## config.mk

```make
export PLATFORM = sky130hd
export DESIGN_NAME = prga_sync_fifo
export DESIGN_NICKNAME = d
export VERILOG_FILES = /design/src/rtl/prga_sync_fifo.sv
export SDC_FILE = /design/constraint.sdc
export NUM_CORES = 1
export LEC_CHECK = 0
export ABC_AREA = 1
export CAP_MARGIN = 20
export CORE_MARGIN = 10
export CORE_UTILIZATION = 35
export CTS_BUF_LIST = sky130_fd_sc_hd__clkbuf_2
export CTS_CLUSTER_DIAMETER = 150
export CTS_CLUSTER_SIZE = 24
export DETAILED_ROUTE_END_ITERATION = 12
export GPL_TIMING_DRIVEN = 0
export PLACE_DENSITY = 0.62
export RECOVER_POWER = 25
export SYNTH_ARGS = -nofsm -noshare
export SYNTH_HDL_FRONTEND = slang
export SYNTH_SLANG_ARGS = --single-unit
```

## constraint.sdc

```tcl
create_clock -name clk -period 4.1 [get_ports clk]
set_input_delay 0.82 -clock clk [delete_from_list [all_inputs] [get_ports clk]]
set_output_delay 0.82 -clock clk [all_outputs]
set_load 0.005 [all_outputs]
```

## src/rtl/prga_sync_fifo.sv

```systemverilog
// prga_sync_fifo: single-clock synchronous FIFO.
// LOOKAHEAD=0: rd fetches the head word into dout one cycle later.
// LOOKAHEAD=1: first-word-fall-through; dout shows the head whenever empty is low, rd pops it.
// Optional macro PRGA_FIFO_ERR_FLAGS_EN adds sticky overflow/underflow outputs.
module prga_sync_fifo #(
  parameter int unsigned DATA_WIDTH = 32,
  parameter int unsigned DEPTH_LOG2 = 4,
  parameter int unsigned LOOKAHEAD  = 0
) (
  input  logic                  clk,
  input  logic                  rst,
  output logic                  full,
  input  logic                  wr,
  input  logic [DATA_WIDTH-1:0] din,
  output logic                  empty,
  input  logic                  rd,
`ifdef PRGA_FIFO_ERR_FLAGS_EN
  output logic                  overflow,
  output logic                  underflow,
`endif
  output logic [DATA_WIDTH-1:0] dout
);

  localparam int unsigned Depth = 2 ** DEPTH_LOG2;
  localparam logic [DEPTH_LOG2:0] PtrOne = {{DEPTH_LOG2{1'b0}}, 1'b1};

  logic [DATA_WIDTH-1:0] mem_q [Depth];
  logic [DEPTH_LOG2:0]   wptr_q, rptr_q;
  logic [DATA_WIDTH-1:0] core_dout_q;
  logic                  empty_core;
  logic                  wr_accept;
  logic                  core_rd;

  // Extra pointer MSB distinguishes full from empty when the indices match.
  assign empty_core = (wptr_q == rptr_q);
  assign full       = (wptr_q[DEPTH_LOG2-1:0] == rptr_q[DEPTH_LOG2-1:0]) &&
                      (wptr_q[DEPTH_LOG2] != rptr_q[DEPTH_LOG2]);
  assign wr_accept  = wr && !full;

  // Storage array write; no reset needed since pointers gate visibility.
  always_ff @(posedge clk) begin
    if (!rst && wr_accept) begin
      mem_q[wptr_q[DEPTH_LOG2-1:0]] <= din;
    end
  end

  // Pointer advance; simultaneous accepted write and read both move.
  always_ff @(posedge clk) begin
    if (rst) begin
      wptr_q <= '0;
      rptr_q <= '0;
    end else begin
      if (wr_accept) wptr_q <= wptr_q + PtrOne;
      if (core_rd)   rptr_q <= rptr_q + PtrOne;
    end
  end

  // Registered core read port: head word appears the cycle after core_rd.
  always_ff @(posedge clk) begin
    if (rst) begin
      core_dout_q <= '0;
    end else if (core_rd) begin
      core_dout_q <= mem_q[rptr_q[DEPTH_LOG2-1:0]];
    end
  end

  if (LOOKAHEAD == 0) begin : g_std
    assign core_rd = rd && !empty_core;
    assign empty   = empty_core;
    assign dout    = core_dout_q;
  end else begin : g_lookahead
    logic                  la_valid_q;
    logic                  pend_q;   // core_dout_q holds a fetched word not yet in la_q
    logic [DATA_WIDTH-1:0] la_q;
    logic                  pop;
    logic                  la_load;

    assign pop     = rd && la_valid_q;
    // Refill whenever the lookahead slot is free or being vacated this cycle.
    assign core_rd = !empty_core && (!la_valid_q || pop);
    assign la_load = pend_q && (!la_valid_q || pop);

    // Lookahead register and in-flight tracking for the core output word.
    always_ff @(posedge clk) begin
      if (rst) begin
        la_valid_q <= 1'b0;
        pend_q     <= 1'b0;
        la_q       <= '0;
      end else begin
        if (core_rd) begin
          pend_q <= 1'b1;
        end else if (la_load) begin
          pend_q <= 1'b0;
        end
        if (la_load) begin
          la_q       <= core_dout_q;
          la_valid_q <= 1'b1;
        end else if (pop) begin
          la_valid_q <= 1'b0;
        end
      end
    end

    assign empty = !la_valid_q;
    assign dout  = la_q;
  end

`ifdef PRGA_FIFO_ERR_FLAGS_EN
  // Sticky error flags for requests made against full/empty; only rst clears them.
  always_ff @(posedge clk) begin
    if (rst) begin
      overflow  <= 1'b0;
      underflow <= 1'b0;
    end else begin
      if (wr && full)  overflow  <= 1'b1;
      if (rd && empty) underflow <= 1'b1;
    end
  end
`endif

endmodule

```

== Yosys cells after proc, flatten, opt, wreduce, memory -nomap -nowiden ==
Memory sizes are Yosys's and may differ from the RTL's. A register that Yosys moved wholly into a read port is not among the register bits.
Index checks and enable logic that the tools add are counted.

* Word-level logic and storage cells: 17
* Memory bits (writable): 512
* Register bits: 10
* Latch bits: 0
* Output and inout port bits: 34
* Memory bits (read-only): 0
* Input bits: 36
* Memories: 1

* $mul: 0
* Equality and inequality tests: 3
* Add/sub/neg operators: 2
* Magnitude comparators: 0
* Muxes and demuxes: 2
* Reduce and logical (&&, ||, !) cells: 7
* Shifts and indexed selects: 0
* Div/mod/pow operators: 0
* Bitwise operators: 0

{| class="wikitable"
|+ Memory list
! memory !! words !! width !! read ports !! clocked after memory_dff !! wr ports !! RTL line !! source
|-
| mem_q || 16 || 32 || 1 || 1 || 1 || 27 || <nowiki>logic [DATA_WIDTH-1:0] mem_q [Depth];</nowiki>
|}

{| class="wikitable"
|+ Operators by type and width
! kind !! count
|-
| adder 5 x 1 -> 5 bit (second input constant) || 2
|-
| equality test 5 bit || 1
|-
| equality test 4 bit || 1
|-
| logical AND 1 bit || 4
|-
| logical NOT 1 bit || 3
|-
| two-way mux 1 bit || 2
|-
| inequality test 1 bit || 1
|}

== Logic depth before layout (Yosys ltp) ==
Gate-level depths: netlist (run 1).

* Depth in word-level cells: 7
* Gate-level depth with buffers: 14
* Depth with buffers taken out: 10

== Least setup slack after synthesis (run 1) ==
OpenSTA, ideal clock, no wires.

* Kind: register -> register
* Start: register rptr_q[0]
* End: memory mem_q[11][0], enable pin
* Arrival time: 2.636 ns
* Period minus slack after synthesis: 3.057 ns
* Library setup time: 0.421 ns
* Stages on the path, launching flop included: 12
* Setup slack: 1.043 ns
* Buffers on the path: 2
* Required time: 3.679 ns
* Cell sequence: dfxtp_1 -> buf_4 -> inv_4 -> buf_6 -> nand2_1 -> nand2_2 -> nor2_4 -> nand3_2 -> nand2_1 -> inv_1 -> nand3_1 -> nor2_1

* Word-level cells in the longest chain between the ends: 7

{| class="wikitable"
|+ RTL lines
! what !! RTL line !! source
|-
| from (decl) || 28 || <nowiki>logic [DEPTH_LOG2:0] wptr_q, rptr_q;</nowiki>
|-
| from (signal assigned) || 54 || <nowiki>if (core_rd) rptr_q <= rptr_q + PtrOne;</nowiki>
|-
| equality test 4 bit || 36 || <nowiki>assign full = (wptr_q[DEPTH_LOG2-1:0] == rptr_q[DEPTH_LOG2-1:0]) &&</nowiki>
|-
| logical AND 1 bit || 36 ||
|-
| logical NOT 1 bit || 38 || <nowiki>assign wr_accept = wr && !full;</nowiki>
|-
| logical AND 1 bit || 38 ||
|-
| logical AND 1 bit || 42 || <nowiki>if (!rst && wr_accept) begin</nowiki>
|-
| two-way mux 1 bit || 42 ||
|-
| two-way mux 1 bit (implied by the code) || 43 || <nowiki>mem_q[wptr_q[DEPTH_LOG2-1:0]] <= din;</nowiki>
|-
| to (decl) || 27 ||
|}

No other way between the ends.

== Worst setup path in the final report (run 1) ==
* Start: register rptr_q[1]
* End: output port full

* Word-level cells in the longest chain between the ends: 2

{| class="wikitable"
|+ RTL lines
! what !! RTL line !! source
|-
| equality test 4 bit || 36 ||
|-
| logical AND 1 bit || 36 ||
|-
| to (decl) || 12 || <nowiki>output logic full,</nowiki>
|}

No other way between the ends.

==> results of run 1 <==
==> path summary, 6_finish.rpt <==
check | start | to | slack [ps] | cells after the start
hold reg to reg | rptr_q[4]$_SDFFE_PP0P_ | rptr_q[4]$_SDFFE_PP0P_ | 520 | 2
setup reg to reg | rptr_q[0]$_SDFFE_PP0P_ | mem_q[7][22]$_DFFE_PP_ | 970 | 12
hold / removal | wr | wptr_q[2]$_SDFFE_PP0P_ | 230 | 3
setup / recovery | rptr_q[1]$_SDFFE_PP0P_ | full | 210 | 8
==> routing by layer <==
metal  track usage [%]  up-vias  routed length, um
met2              25.4      681              29100
met4              5.06        0               1820
met1              20.5     7497              25700
met5                 0        -                  0
li1                  -     7495                  -
met3              2.33      118               5260
==> registers in the layout, indices dropped and copies added (netlist names) <==
register  flops
wptr_q        5
mem_q       512
dout         32
rptr_q        5
==> critical path: cells and delay by family (launching register included) <==
family / cells / cell delay (ps)
AND/OR/NAND/NOR: 4 / 500
buffers and inverters: 4 / 920
flip-flops: 1 / 450
==> cell usage in the layout, fill, tap and decap left out <==
cell type	n
nor2_4	17
clkbuf_1	51
dfxtp_1	42
buf_2	36
buf_6	3
o21ai_1	2
clkinv_16	1
diode_2	2
buf_16	8
inv_1	329
clkbuf_2	48
xnor2_1	2
a21oi_1	38
buf_1	10
nand2_4	1
inv_4	1
buf_4	14
nand3_2	1
nand3_4	1
inv_2	5
nand2_2	1
nand2_1	507
nand3_1	234
nor2_1	297
buf_12	8
clkdlybuf4s50_1	45
xor2_1	5
ha_1	5
dlygate4sd3_1	24
o21ai_0	130
edfxtp_1	512
nor2_2	2
==> layout make-up <==
class                           count  area [um^2]  share of cell area [%]
Antenna cell                        2         5.00                  0.0194
Buffer                            114          548                    2.12
Clock buffer                       48          240                   0.929
Clock inverter                      1         30.0                   0.116
Inverter                          335         1260                    4.87
Multi-Input combinational cell   1243         5410                    20.9
Sequential cell                   554        16200                    62.7
Tap cell                          864         1080                    4.18
Timing Repair Buffer               85         1070                    4.14
==> cell families (layout without fill, tap and decap cells) <==
kind of cell             count (synthesis)  count (layout)  synth area share [%]
XOR/XNOR                                 7               7                 0.263
flip-flops                             554             554                  69.5
AND/OR/NAND/NOR                       1061            1061                  18.5
AO/OA/AOI/OAI                          170             170                  3.65
adder cells (fa/ha/maj)                  5               5                 0.268
buffers and inverters                  449             583                  7.75
other                                    0               2                     0
==> through the flow <==
stage          power [mW]  hold WS [ps]  util [%]
2_1_floorplan        7.41           475         -
3_3_place_gp         8.14           489      38.1
3_5_place_dp         8.18           501      38.8
4_1_cts              10.1           135      39.3
5_1_grt              10.4           168      39.3
6_report             10.0           234      39.3
==> power by group through the flow <==
stage	combinational (mW)	sequential [mW]	clock, mW
3_3_place_gp	1.72	6.42	0
2_1_floorplan	0.991	6.42	0
6_report	1.76	6.31	1.94
5_1_grt	1.94	6.32	2.17
3_5_place_dp	1.76	6.42	0
4_1_cts	1.76	6.31	2.00
==> results.py, run 1 <==
metrics = {
    "synthesis": {
        "ys_ff_latch": 554,
        "synth_top_area_share_pct": 65.9,
        "netlist_area_um2": 23300,
        "synth_edf_count": 512,
        "syn_avg_cell_area_um2": 10.4,
        "ys_seq_area_share_pct": 69.5,
        "synthesis.instances": 2246,
        "synth_most_common_cell": "edfxtp_1",
        "synth.distinct_cells": 25,
        "synth_area_leaders": "edfxtp_1, nand2_1, inv_1",
        "synth_top_area_cell": "edfxtp_1",
        "synth_fp_nets": 2287,
        "yosys-top-cells-count": "edfxtp_1, nand2_1, inv_1",
        "synth_flop_cell": "edfxtp_1",
        "postSynth.asyncResetShare_pct": 0,
        "ys_warn_count": 0,
    },
    "critical_path": {
        "cp_max_fo": 6,
        "worstSetupPathType": "register to primary output",
        "worstSetupStartpointType": "register",
        "endpoint_kind": "primary output",
        "cp.required_ps": 3280,
        "cp_common_cell": "nand2_1",
        "cp.arrival_ps": 3070,
        "slowest_stage": "clkdlybuf4s50_1",
        "max_stage_delay_ps": 490,
        "cp_cell_sequence": "buf_2, inv_2, nand2_1, nand2_1, nor2_4, nand3_2, inv_1, clkdlybuf4s50_1",
    },
    "finish": {
        "final_cells": 3246,
        "final_cell_area_um2": 25900,
        "drive_above_1_share_pct": 6.18,
        "areaGrowthSynthToFinish_pct": 10.9,
        "nets": 2401,
        "fillerInstances": 6304,
    },
    "global_routing": {
        "grt_pass1_vias": 14900,
        "antenna_found_initial": 2,
        "grt_usage_pct": 15.4,
        "grt_max_degree": 26,
        "grt_remaining_overflow": 0,
        "grt_pass1_wl_um": 92300,
    },
    "route": {
        "routed_wl_um": 61900,
        "viasPerCell": 4.86,
        "firstDrtPassIters": 8,
        "antenna_left": 0,
        "via_count": 15800,
        "routedWlPerCell_um": 19.1,
        "drc": 0,
        "dr.first_iter.drc_count": 1682,
    },
    "power": {
        "power.static_leakage_nw": 10.3,
        "swShare_pct": 28.8,
        "power_density_nw_per_um2": 387,
        "clock_power_share_pct": 19.4,
        "power.internal_mw": 7.12,
        "vdd_drop_max_uv": 202,
        "combPwrFrac_pct": 17.6,
        "p_sw_mw": 2.88,
        "power_frac_seq_pct": 63.1,
    },
    "timing": {
        "fin_skew_ps": 135,
        "tns_ps": 0,
        "setup_viol": 0,
        "tightest_slew_ps": 996,
        "final.setup.worst_slack_ps": 214,
        "rsz0062_at_grt": "false",
        "post-route-period-util_pct": 94.8,
        "hold_viol": 0,
        "max_freq_mhz": 257,
        "relSlewSlack_pct": 33.6,
        "final-max-slew-violation-count": 0,
        "period_minus_slack_ps": 3890,
    },
    "clock_network": {
        "postCtsSetupBuffers": 0,
        "cts_resized": 0,
        "htree_levels": 1,
        "cts_max_path_buffers": 3,
        "clk_pin_slew_ps": 450,
        "clk-insertion-delay-late_ps": 1190,
        "hold_buffers": 1,
        "cts_tree": "done",
        "clkSinkCount": 554,
        "numCtsBuffers": 27,
        "cts_root_buffer": "clkbuf_2",
    },
    "floorplanning": {
        "initial_utilization_pct": 35.4,
        "row_count": 94,
        "ios": 70,
        "fp.dieH_um": 278,
        "dieArea_um2": 77300,
        "die_w_um": 278,
        "fp.coreArea_um2": 65900,
    },
    "placement": {
        "gp_congestion": 0.851,
        "placed_area_um2": 25600,
        "dp_cells": 3194,
        "portBuffers": 68,
        "hpwl_um": 42400,
        "post-place-ws_ps": 813,
    },
    "run": {
        "cap_violations": 0,
    },
    "status": {
        "run_status": "finished clean",
    },
    "hold_path": {
        "hold_path_class": "primary input to register",
    },
}
No activity file was read; power rests on OpenSTA's default activity.
==> run 2, diff against run 1 <==
==> constraint.sdc (replaced) <==
create_clock -name clk -period 4.28 [get_ports clk]
set_input_delay 0.856 -clock clk [delete_from_list [all_inputs] [get_ports clk]]
set_output_delay 0.856 -clock clk [all_outputs]
set_load 0.005 [all_outputs]
==> results of run 2 <==
The final DEF is identical to that of run 1. Status: finished clean.
Among the figures that moved: setup slack after placement 813 ps -> 957 ps; setup slack after layout 214 ps -> 358 ps; hold slack 234 ps -> 270 ps; register-to-register setup slack 970 ps -> 1150 ps; total power 10.0 mW -> 9.58 mW; worst IR drop on VDD 202 uV -> 194 uV
==> run 3, diff against run 2 <==
--- a/config.mk
+++ b/config.mk
@@ -6,7 +6,6 @@
 export NUM_CORES = 1
 export LEC_CHECK = 0
 export ABC_AREA = 1
-export CAP_MARGIN = 20
 export CORE_MARGIN = 10
 export CORE_UTILIZATION = 35
 export CTS_BUF_LIST = sky130_fd_sc_hd__clkbuf_2
==> run 3 against run 2 <==
Critical path depth is the same. Critical path type unchanged. Clock power is essentially flat. Setup slack is the same. Non-clock buffer count is the same. Sequential share of layout area is the same. Cell count is the same.
==> results.py, run 3 (synthesized netlist as in run 1, its figures left out) <==
metrics = {
    "route": {
        "viasPerCell": 4.86,
        "routed_wl_um": 61900,
        "antenna_left": 0,
        "firstDrtPassIters": 8,
        "dr.first_iter.drc_count": 1682,
        "routedWlPerCell_um": 19.1,
        "drc": 0,
        "via_count": 15800,
    },
    "critical_path": {
        "worstSetupPathType": "register to primary output",
        "cp_common_cell": "nand2_1",
        "cp_max_fo": 6,
        "slowest_stage": "clkdlybuf4s50_1",
        "endpoint_kind": "primary output",
        "max_stage_delay_ps": 490,
        "cp.required_ps": 3420,
        "cp.arrival_ps": 3070,
        "cp_cell_sequence": "buf_2, inv_2, nand2_1, nand2_1, nor2_4, nand3_2, inv_1, clkdlybuf4s50_1",
        "worstSetupStartpointType": "register",
    },
    "placement": {
        "post-place-ws_ps": 957,
        "hpwl_um": 42400,
        "portBuffers": 68,
        "gp_congestion": 0.851,
    },
    "floorplanning": {
        "dieArea_um2": 77300,
        "initial_utilization_pct": 35.4,
        "fp.dieH_um": 278,
        "row_count": 94,
        "die_w_um": 278,
        "fp.coreArea_um2": 65900,
        "ios": 70,
    },
    "clock_network": {
        "hold_buffers": 1,
        "numCtsBuffers": 27,
        "cts_root_buffer": "clkbuf_2",
        "htree_levels": 1,
        "clkSinkCount": 554,
        "clk_pin_slew_ps": 450,
        "clk-insertion-delay-late_ps": 1190,
        "cts_max_path_buffers": 3,
        "postCtsSetupBuffers": 0,
        "cts_tree": "done",
        "cts_resized": 0,
    },
    "status": {
        "run_status": "finished clean",
    },
    "power": {
        "vdd_drop_max_uv": 194,
        "power_density_nw_per_um2": 371,
        "power.static_leakage_nw": 10.3,
    },
    "timing": {
        "post-route-period-util_pct": 91.6,
        "setup_viol": 0,
        "max_freq_mhz": 255,
        "relSlewSlack_pct": 33.6,
        "whs_ps": 270,
        "hold_viol": 0,
        "fin_skew_ps": 135,
        "period_minus_slack_ps": 3920,
        "final.setup.worst_slack_ps": 358,
        "final-max-slew-violation-count": 0,
        "rsz0062_at_grt": "false",
        "tightest_slew_ps": 996,
    },
    "global_routing": {
        "antenna_found_initial": 2,
        "grt_pass1_wl_um": 92300,
        "grt_usage_pct": 15.4,
        "grt_pass1_vias": 14900,
        "grt_max_degree": 26,
        "grt_remaining_overflow": 0,
    },
    "hold_path": {
        "hold_path_class": "primary input to register",
    },
    "finish": {
        "layout_commonest_cell": "edfxtp_1",
        "largest_register_ffs": 512,
        "final_cell_mix": "edfxtp_1, nand2_1, inv_1",
        "areaGrowthSynthToFinish_pct": 10.9,
        "utilization_pct": 39.3,
        "nets": 2401,
        "drive_above_1_share_pct": 6.18,
    },
    "run": {
        "cap_violations": 0,
    },
}
-- run 3: cell counts in the layout (fill, tap and decap cells not counted) --
No cell type changed its count.
-- run 3: power breakdown --
group / switching [mW] / internal, mW
sequential: 0.0400 / 6.00
clock: 1.56 / 0.295
combinational: 1.16 / 0.525
total: 2.76 / 6.82
-- run 3: cell type report --
class / instances / area, um^2
well taps: 864 / 1080
plain buffers: 114 / 548
clock buffers: 48 / 240
diodes: 2 / 5.00
multi-input cells: 1243 / 5410
flip-flops and latches: 554 / 16200
inverters: 335 / 1260
clock inverters: 1 / 30.0
fillers: 6304 / 40000
repair buffers: 85 / 1070
-- run 3: critical path: cells and delay by family (launching register included) --
family        cells  cell delay, ps
simple gates      4             500
buf+inv           4             920
flops             1             450
-- run 3: path summary, 6_finish.rpt --
check / from / to / slack, ps / cells past startpoint
setup reg to reg: rptr_q[0]$_SDFFE_PP0P_ / mem_q[7][22]$_DFFE_PP_ / 1150 / 12
hold / removal: wr / wptr_q[2]$_SDFFE_PP0P_ / 270 / 3
setup / recovery: rptr_q[1]$_SDFFE_PP0P_ / full / 360 / 8
hold reg to reg: rptr_q[4]$_SDFFE_PP0P_ / rptr_q[4]$_SDFFE_PP0P_ / 520 / 2
-- run 3: metal layers --
metal / wire length [um] / track usage [%] / vias up
met2: 29100 / 25.4 / 681
met4: 1820 / 5.06 / 0
met5: 0 / 0 / -
li1: - / - / 7495
met3: 5260 / 2.33 / 118
met1: 25700 / 20.5 / 7497
-- run 3: metrics by stage --
| step | area [um^2] | instances | power [mW] | TNS, ps |
|---|---|---|---|---|
| CTS | 25900 | 3244 | 9.65 | 0 |
| detailed placement | 25600 | 3194 | 7.84 | 0 |
| global placement | 25100 | 3178 | 7.80 | -341860 |
| finish | 25900 | 3246 | 9.58 | 0 |
| global route | 25900 | 3245 | 10.0 | 0 |
| floorplan | 23300 | 2246 | 7.10 | 0 |
